<file path="config.mk">
export PLATFORM = sky130hd
export DESIGN_NAME = truth_table_sequencer_flat
export DESIGN_NICKNAME = d
export VERILOG_FILES = /design/src/rtl/truth_table_sequencer_if.sv /design/src/rtl/truth_table_sequencer.sv /design/src/flat_wrapper.sv
export SDC_FILE = /design/constraint.sdc
export NUM_CORES = 1
export LEC_CHECK = 0
export CORE_MARGIN = 2
export CORE_UTILIZATION = 54
export CTS_CLUSTER_SIZE = 12
export DETAILED_ROUTE_END_ITERATION = 10
export GPL_TIMING_DRIVEN = 1
export HOLD_SLACK_MARGIN = 0.1
export PLACE_DENSITY = 0.81
export SKIP_LAST_GASP = 1
export SYNTH_ARGS = -nofsm -noshare
export SYNTH_HDL_FRONTEND = slang
export SYNTH_SLANG_ARGS = --single-unit
</file>
<file path="constraint.sdc">
create_clock -name clk -period 4.1 [get_ports clk]
set_input_delay 0.82 -clock clk [delete_from_list [all_inputs] [get_ports clk]]
set_output_delay 0.82 -clock clk [all_outputs]
set_load 0.02 [all_outputs]
</file>
<file path="src/rtl/truth_table_sequencer_if.sv">
// Signal bundle between the truth-table self-test sequencer and the host / block under test.
// Optional TT_FAIL_LOG_EN adds the first-failure log signals fail_valid and fail_vec.
`timescale 1ns/1ps
interface truth_table_sequencer_if;
  logic       start;
  logic       dut_x;
  logic       dut_y;
  logic       dut_a;
  logic       dut_b;
  logic       dut_c;
  logic [2:0] vec_idx;
  logic       busy;
  logic       done;
  logic       pass;
  logic [3:0] err_count;
`ifdef TT_FAIL_LOG_EN
  logic       fail_valid;
  logic [2:0] fail_vec;

  modport master (
    output start, dut_x, dut_y,
    input  dut_a, dut_b, dut_c, vec_idx, busy, done, pass, err_count, fail_valid, fail_vec
  );
  modport slave (
    input  start, dut_x, dut_y,
    output dut_a, dut_b, dut_c, vec_idx, busy, done, pass, err_count, fail_valid, fail_vec
  );
`else
  modport master (
    output start, dut_x, dut_y,
    input  dut_a, dut_b, dut_c, vec_idx, busy, done, pass, err_count
  );
  modport slave (
    input  start, dut_x, dut_y,
    output dut_a, dut_b, dut_c, vec_idx, busy, done, pass, err_count
  );
`endif
endinterface

</file>
<file path="src/rtl/truth_table_sequencer.sv">
// Self-test controller: sweeps all 8 input vectors of a 3-in/2-out block and compares against EXP_X/EXP_Y.
// Define TT_FAIL_LOG_EN to record the index of the first mismatching vector (fail_valid/fail_vec).
`timescale 1ns/1ps
module truth_table_sequencer #(
  parameter int unsigned SETTLE_CYCLES = 2,
  parameter logic [7:0]  EXP_X         = 8'h96,
  parameter logic [7:0]  EXP_Y         = 8'hE8
) (
  input logic                     clk,
  input logic                     rst_n,
  truth_table_sequencer_if.slave  bus
);

  typedef enum logic [2:0] {
    S_IDLE,
    S_APPLY,
    S_SETTLE,
    S_CHECK,
    S_DONE
  } state_t;

  localparam logic [3:0] SETTLE_LAST = (SETTLE_CYCLES == 0) ? 4'd0 : 4'(SETTLE_CYCLES - 1);

  state_t     state, state_next;
  logic [3:0] settle_cnt;
  logic [2:0] vec_idx;
  logic [3:0] err_count;
  logic       pass_q;
  logic       accept;
  logic       mismatch;

  // NOTE: every signal driven in always_comb gets a default first so no latch can be inferred.
  always_comb begin
    state_next = state;
    accept     = 1'b0;
    mismatch   = (bus.dut_x != EXP_X[vec_idx]) || (bus.dut_y != EXP_Y[vec_idx]);
    case (state)
      S_IDLE, S_DONE: begin
        if (bus.start) begin
          accept     = 1'b1;
          state_next = S_APPLY;
        end
      end
      S_APPLY:  state_next = (SETTLE_CYCLES > 0) ? S_SETTLE : S_CHECK;
      S_SETTLE: if (settle_cnt == SETTLE_LAST) state_next = S_CHECK;
      S_CHECK:  state_next = (vec_idx == 3'd7) ? S_DONE : S_APPLY;
      default:  state_next = S_IDLE;
    endcase
  end

  // NOTE: sequential state uses non-blocking assignments so all registers update from pre-edge values.
  always_ff @(posedge clk or negedge rst_n) begin
    if (!rst_n) state <= S_IDLE;
    else        state <= state_next;
  end

  always_ff @(posedge clk or negedge rst_n) begin
    if (!rst_n) begin
      settle_cnt <= 4'd0;
      vec_idx    <= 3'd0;
      err_count  <= 4'd0;
      pass_q     <= 1'b0;
    end else begin
      if (state == S_APPLY)       settle_cnt <= 4'd0;
      else if (state == S_SETTLE) settle_cnt <= settle_cnt + 4'd1;

      if (accept) begin
        vec_idx   <= 3'd0;
        err_count <= 4'd0;
        pass_q    <= 1'b0;
      end else if (state == S_CHECK) begin
        // At most 8 increments per run, so the 4-bit count cannot wrap.
        if (mismatch) err_count <= err_count + 4'd1;
        if (vec_idx == 3'd7) begin
          vec_idx <= 3'd0;
          pass_q  <= (err_count == 4'd0) && !mismatch;
        end else begin
          vec_idx <= vec_idx + 3'd1;
        end
      end
    end
  end

`ifdef TT_FAIL_LOG_EN
  logic       fail_valid_q;
  logic [2:0] fail_vec_q;

  always_ff @(posedge clk or negedge rst_n) begin
    if (!rst_n) begin
      fail_valid_q <= 1'b0;
      fail_vec_q   <= 3'd0;
    end else if (accept) begin
      fail_valid_q <= 1'b0;
      fail_vec_q   <= 3'd0;
    end else if (state == S_CHECK && mismatch && !fail_valid_q) begin
      fail_valid_q <= 1'b1;
      fail_vec_q   <= vec_idx;
    end
  end

  assign bus.fail_valid = fail_valid_q;
  assign bus.fail_vec   = fail_vec_q;
`endif

  assign bus.dut_a     = vec_idx[2];
  assign bus.dut_b     = vec_idx[1];
  assign bus.dut_c     = vec_idx[0];
  assign bus.vec_idx   = vec_idx;
  assign bus.busy      = (state == S_APPLY) || (state == S_SETTLE) || (state == S_CHECK);
  assign bus.done      = (state == S_DONE);
  assign bus.pass      = pass_q;
  assign bus.err_count = err_count;

endmodule
</file>
<file path="src/flat_wrapper.sv">
// flat-port wrapper written by rule: the top's interface ports become plain ports
module truth_table_sequencer_flat 
#(
  parameter int unsigned SETTLE_CYCLES = 2,
  parameter logic [7:0]  EXP_X         = 8'h96,
  parameter logic [7:0]  EXP_Y         = 8'hE8
)
  (clk, rst_n, bus_start, bus_dut_x, bus_dut_y, bus_dut_a, bus_dut_b, bus_dut_c, bus_vec_idx, bus_busy, bus_done, bus_pass, bus_err_count);
  truth_table_sequencer_if bus_i ();
  input logic clk;
  input logic rst_n;
  input wire logic [$bits(bus_i.start)-1:0] bus_start;
  input wire logic [$bits(bus_i.dut_x)-1:0] bus_dut_x;
  input wire logic [$bits(bus_i.dut_y)-1:0] bus_dut_y;
  output wire logic [$bits(bus_i.dut_a)-1:0] bus_dut_a;
  output wire logic [$bits(bus_i.dut_b)-1:0] bus_dut_b;
  output wire logic [$bits(bus_i.dut_c)-1:0] bus_dut_c;
  output wire logic [$bits(bus_i.vec_idx)-1:0] bus_vec_idx;
  output wire logic [$bits(bus_i.busy)-1:0] bus_busy;
  output wire logic [$bits(bus_i.done)-1:0] bus_done;
  output wire logic [$bits(bus_i.pass)-1:0] bus_pass;
  output wire logic [$bits(bus_i.err_count)-1:0] bus_err_count;
  assign bus_i.start = bus_start;
  assign bus_i.dut_x = bus_dut_x;
  assign bus_i.dut_y = bus_dut_y;
  assign bus_dut_a = bus_i.dut_a;
  assign bus_dut_b = bus_i.dut_b;
  assign bus_dut_c = bus_i.dut_c;
  assign bus_vec_idx = bus_i.vec_idx;
  assign bus_busy = bus_i.busy;
  assign bus_done = bus_i.done;
  assign bus_pass = bus_i.pass;
  assign bus_err_count = bus_i.err_count;
  truth_table_sequencer #(.SETTLE_CYCLES(SETTLE_CYCLES), .EXP_X(EXP_X), .EXP_Y(EXP_Y)) u_core (.clk(clk), .rst_n(rst_n), .bus(bus_i));
endmodule
</file>
# Word level (Yosys, flattened, before mapping)
# Memory sizes are Yosys's and may differ from the RTL's.
# Index checks and enable logic that the tools add are counted.
op_classes:
  order_cmp: 1
  add_sub_neg: 3
  n_reduce_logical: 15
  n_mux: 19
  eq_ne: 10
ops:
  columns: ["op", "n"]
  rows:
  - ["4-bit two-way mux", 5]
  - ["3-bit two-way mux", 6]
  - ["3-bit case mux with 4 select lines", 1]
  - ["4-bit by 1-bit adder with 4-bit output, second input constant", 2]
  - ["2-bit nonzero test", 4]
  - ["1-bit two-way mux", 7]
  - ["3-bit by 2-bit == test with 1-bit output, second input constant", 2]
  - ["3-bit == test, second input constant", 2]
  - ["2-bit AND reduction", 3]
  - ["4-bit by 1-bit == test with 1-bit output, second input constant", 1]
  - ["4-bit zero test", 1]
  - ["3-bit by 4-bit less-than comparator with 1-bit output, second input constant", 1]
  - ["3-bit by 1-bit adder with 3-bit output, second input constant", 1]
  - ["3-bit by 1-bit == test with 1-bit output, second input constant", 1]
  - ["3-bit zero test", 1]
  - ["1-bit logical OR", 3]
  - ["1-bit != test", 2]
  - ["2-bit by 1-bit != test with 1-bit output, second input constant", 1]
  - ["2-bit != test, second input constant", 1]
  - ["2-bit OR reduction", 1]
  - ["1-bit logical AND", 1]
  - ["1-bit zero test", 1]
word_totals:
  register_bits: 15
  mem_bits_ro: 16
  output_inout_bits: 13
  memories: 2
memory_table:
  columns: ["memory", "depth", "word_bits", "rd", "rd_ports_with_merged_regs", "write_ports", "line_no", "text"]
  rows:
  - ["(no name shown)", 8, 1, 1, 0, 0, "truth_table_sequencer.sv:36", "mismatch = (bus.dut_x != EXP_X[vec_idx]) || (bus.dut_y != EXP_Y[vec_idx]);"]
  - ["(no name shown)", 8, 1, 1, 0, 0, "truth_table_sequencer.sv:36", null]

# Longest topological paths before layout
logic_depth:
  word_depth: 9
  depth_mapped: 6
  depth_no_buf: 6

# Worst setup path after synthesis
# OpenSTA, ideal clock, no wires.
synth_timing:
  path_type: "register -> register"
  startpoint: "reg u_core.vec_idx[0], in the netlist u_core.bus.vec_idx[0]"
  endpoint: "reg u_core.err_count[0], in the netlist u_core.bus.err_count[0]"
  setup_time_ps: 77
  slack_ps: 2330
  arrival_ps: 1693
  path_buffers: 0
  path_stages_with_launch: 7
  path_cell_list: "dfrtp_1 > inv_1 > ha_1 > xor2_1 > o211a_2 > or3_1 > a21oi_1"
synth_via:
  elab_chain_cells: 6
synth_rtl:
  columns: ["item", "line_no", "text"]
  rows:
  - ["start, declared", "truth_table_sequencer.sv:26", "logic [2:0] vec_idx;"]
  - ["start signal, assigned", "truth_table_sequencer.sv:78", "vec_idx <= vec_idx + 3'd1;"]
  - ["memory 8 x 1 bit", null, null]
  - ["1-bit two-way mux (not written as such)", "truth_table_sequencer.sv:36", null]
  - ["1-bit != test", "truth_table_sequencer.sv:36", null]
  - ["1-bit logical OR *", "truth_table_sequencer.sv:36", null]
  - ["2-bit nonzero test (no line) *", null, null]
  - ["2-bit AND reduction (no line) *", null, null]
  - ["end signal, assigned", "truth_table_sequencer.sv:73", "if (mismatch) err_count <= err_count + 4'd1;"]
  - ["end, declared", "truth_table_sequencer.sv:27", "logic [3:0] err_count;"]
# Every way passes the cells marked *; elsewhere a longest branch is shown, timed or not. The select of a mux whose other input is x is not followed.
# A chain may end at the register's enable or synchronous reset.

# Worst setup path after layout
layout_timing:
  startpoint: "reg u_core.state[0]"
  endpoint: "out bus_done"
layout_via:
  elab_chain_cells: 1
layout_rtl:
  columns: ["item", "line_no", "text"]
  rows:
  - ["start, declared", "truth_table_sequencer.sv:24", "state_t state, state_next;"]
  - ["start signal, assigned", "truth_table_sequencer.sv:54", "else state <= state_next;"]
  - ["3-bit == test", "truth_table_sequencer.sv:110", "assign bus.done = (state == S_DONE);"]
  - ["end, declared", "flat_wrapper.sv:20", "output wire logic [$bits(bus_i.done)-1:0] bus_done;"]
# No other way between the ends.

==> run summary <==
Post-CTS Hold Fix Bufs: 0
most common cell after layout, fill and taps aside: clkdlybuf4s50_1
average size of a mapped cell: 8.91 µm²
most frequent cells in the layout: clkdlybuf4s50_1, dfrtp_1, a21oi_1, o21ai_0, inv_1
critical path launch point: u_core.state[0]
slew margin rel.: 54.2%
Routability Congestion: 0.845
Worst Tran Pin Value: 0.685 ns
port buffer count: 17
Fmax: 378 MHz
number of global-route vias before repair: 681
FF+latch area: 375 µm²
initial antenna violation count: 0
crit path capture: bus_done
Yosys Warn Count: 0
CP peak stage delay: 0.59 ns
Syn Inst Count: 105
crit path kind: reg2out
leakage: 0.515 nW
Comb pwr share: 53.4%
GRT overflow: 0
Die Y: 45.6 µm
R2R setup slack: 2.39 ns
fin crit share: 64.5%
Power Total: 0.000753 W
Pre-Repair DR Iteration Count: 4
number of synthesized register bits: 15
internal power: 0.000420 W
critical path, cell by cell: nor2_1 -> nand2_1 -> inv_1 -> clkdlybuf4s50_1
worst skew pair latency: 0.28 ns
CTS sink cnt: 15
Clock Tree Buf Depth: 2
final hold viol count: 0
Reg2Reg Launch Point: u_core.bus.vec_idx[0]
Worst IR Drop VDD: 0.000502 V
via count: 766
Final Critical Period: 2.64 ns
critical path arrival: 1.82 ns
reg2reg end: u_core.bus.err_count[0]
fin nets: 132
first-pass GRT wire length: 2860 µm
final setup TNS: 0 ns
initial DRC count: 10
TritonCTS clock tree: done
DP HPWL: 1290 µm
top sig layer: met4
# rows: 15
clock skew: 0.00476 ns
outcome: finished clean
DRC: 0
Root Buffer: clkbuf_4
Hold Path Class: reg2reg
fillcell total: 127
Die W: 45.6 µm
Ports: 18
DP Area: 1070 µm²
metal1 wirelength: 787 µm
register area share after synthesis: 40.1%
FF-to-FF path depth: 6
Power Density: 683 nW/µm²
gr usage total: 18.7%
max-cap violations: 0
Post-Syn Area: 936 µm²
Switching Share: 44.2%
final WL: 1720 µm
number of buffers created by CTS: 3
fin. max-slew vios: 0
area of the multi-input gates: 470 µm²
RSZ-0062 raised after global routing: no
slowest CP cell: clkdlybuf4s50_1
Final Cell Area: 1100 µm²
startpoint types: flop
critical path fanouts, max: 13
area grow syn2layout: 17.8%
CP endpoint kind: output pin
post-CTS setup buffer count: 0
Routed Antenna Nets: 0
Seq pwr share: 35.5%
area of the core: 1670 µm²
drt via density: 5.63
wire length on met3: 71 µm
Reg clk slew, reported paths: 0.09 ns
initial core utilization: 56.0%
clock network fraction of design power: 11.1%
largest net degree at the start of global routing: 16
htree depth: 1
die area: 2080 µm²
net switching power: 0.000333 W
critical path required time: 3.28 ns
final setup vio count: 0
ant diodes: 0
CTS resizes: 0
layout cells sized above 1: 5.04%
met2 routed WL: 854 µm
Syn Nets: 117
routed length per placed instance: 12.7 µm
Cell variety after synth: 31
kinds of logic (layout without fill, tap and decap cells):
group / count (synthesis) / in the layout / share of synthesized area (%)
AND/OR/NAND/NOR: 30 / 30 / 16.3
flip-flops: 15 / 15 / 40.1
XOR/XNOR: 5 / 5 / 4.68
buffers and inverters: 17 / 31 / 9.62
multiplexers: 2 / 2 / 2.14
adder cells (fa/ha/maj): 7 / 7 / 9.36
AO/OA/AOI/OAI: 29 / 29 / 17.8
worst min-delay path by stage:
stage                            startpoint                      end  cells past startpoint
floorplan                   u_core.state[2]          u_core.state[1]                      2
finish              u_core.bus.err_count[3]  u_core.bus.err_count[3]                      1
global placement    u_core.bus.err_count[3]  u_core.bus.err_count[3]                      1
detailed placement  u_core.bus.err_count[3]  u_core.bus.err_count[3]                      1
CTS                 u_core.bus.err_count[3]  u_core.bus.err_count[3]                      1
global route        u_core.bus.err_count[3]  u_core.bus.err_count[3]                      1
worst max-delay path: cells and delay by family, from the launching register on:
kind,cells,cell delay [ns]
and+or+nand+nor,2,0.37
DFF,1,0.53
buffers and inverters,2,0.65
cell type report:
class                           count  area share, %
Multi-Input combinational cell     73           42.7
Inverter                           10           3.41
Tap cell                           17           1.93
Clock buffer                        3           2.04
Sequential cell                    15           34.1
Timing Repair Buffer               17           15.4
Clock inverter                      1          0.454
registers in the layout, indices dropped and copies added (netlist names):
signal / flops
u_core.settle_cnt: 4
u_core.bus.vec_idx: 3
u_core.bus.pass: 1
u_core.bus.err_count: 4
u_core.state: 3
power by group through the flow:
stage | Clock [W] | Sequential, W | Combinational [W]
final | 0.0000839 | 0.000267 | 0.000402
after global routing | 0.0000964 | 0.000278 | 0.000450
after CTS | 0.0000877 | 0.000265 | 0.000404
after detailed placement | 0 | 0.000269 | 0.000402
after global placement | 0 | 0.000265 | 0.000395
after floorplan | 0 | 0.000275 | 0.000283
stage by stage:
| step | instances | hold WS [ns] | utilization [%] | worst slack [ns] |
|---|---|---|---|---|
| finish | 136 | 0.517 | 66.0 | 1.46 |
| global route | 136 | 0.531 | 66.0 | 1.27 |
| CTS | 136 | 0.514 | 66.0 | 1.45 |
| detailed placement | 132 | 0.501 | 64.3 | 1.77 |
| global placement | 132 | 0.493 | 64.3 | 1.79 |
| floorplan | 105 | 0.512 | - | 2.33 |
per-layer routing:
layer | global-route usage, % | vias up
met5 | 0 | -
met4 | 5.29 | 0
li1 | - | 387
met2 | 32.1 | 19
met3 | 2.38 | 2
met1 | 24.4 | 358
synth_stat cells:
| master | n | area share (%) |
|---|---|---|
| a21oi_1 | 11 | 5.9 |
| and2_1 | 1 | 0.67 |
| and3_1 | 1 | 0.67 |
| and3b_1 | 1 | 0.94 |
| buf_1 | 1 | 0.40 |
| buf_4 | 3 | 2.4 |
| buf_6 | 2 | 2.4 |
| clkbuf_1 | 1 | 0.40 |
| dfrtp_1 | 15 | 40 |
| ha_1 | 7 | 9.4 |
| inv_1 | 10 | 4.0 |
| mux2i_1 | 2 | 2.1 |
| nand2_1 | 8 | 3.2 |
| nand2b_1 | 1 | 0.67 |
| nand3_1 | 3 | 1.6 |
| nor2_1 | 5 | 2.0 |
| nor3_1 | 5 | 2.7 |
| nor3b_1 | 2 | 1.6 |
| nor4b_1 | 1 | 0.94 |
| o2111ai_1 | 1 | 0.94 |
| o211a_1 | 1 | 1.1 |
| o211a_2 | 1 | 1.1 |
| o21a_1 | 1 | 0.80 |
| o21ai_0 | 11 | 5.9 |
| o21ai_1 | 1 | 0.53 |
| o22ai_1 | 1 | 0.67 |
| o41ai_1 | 1 | 0.94 |
| or2_2 | 1 | 0.67 |
| or3_1 | 1 | 0.67 |
| xnor2_1 | 3 | 2.8 |
| xor2_1 | 2 | 1.9 |
No activity file was read; power rests on OpenSTA's default activity.
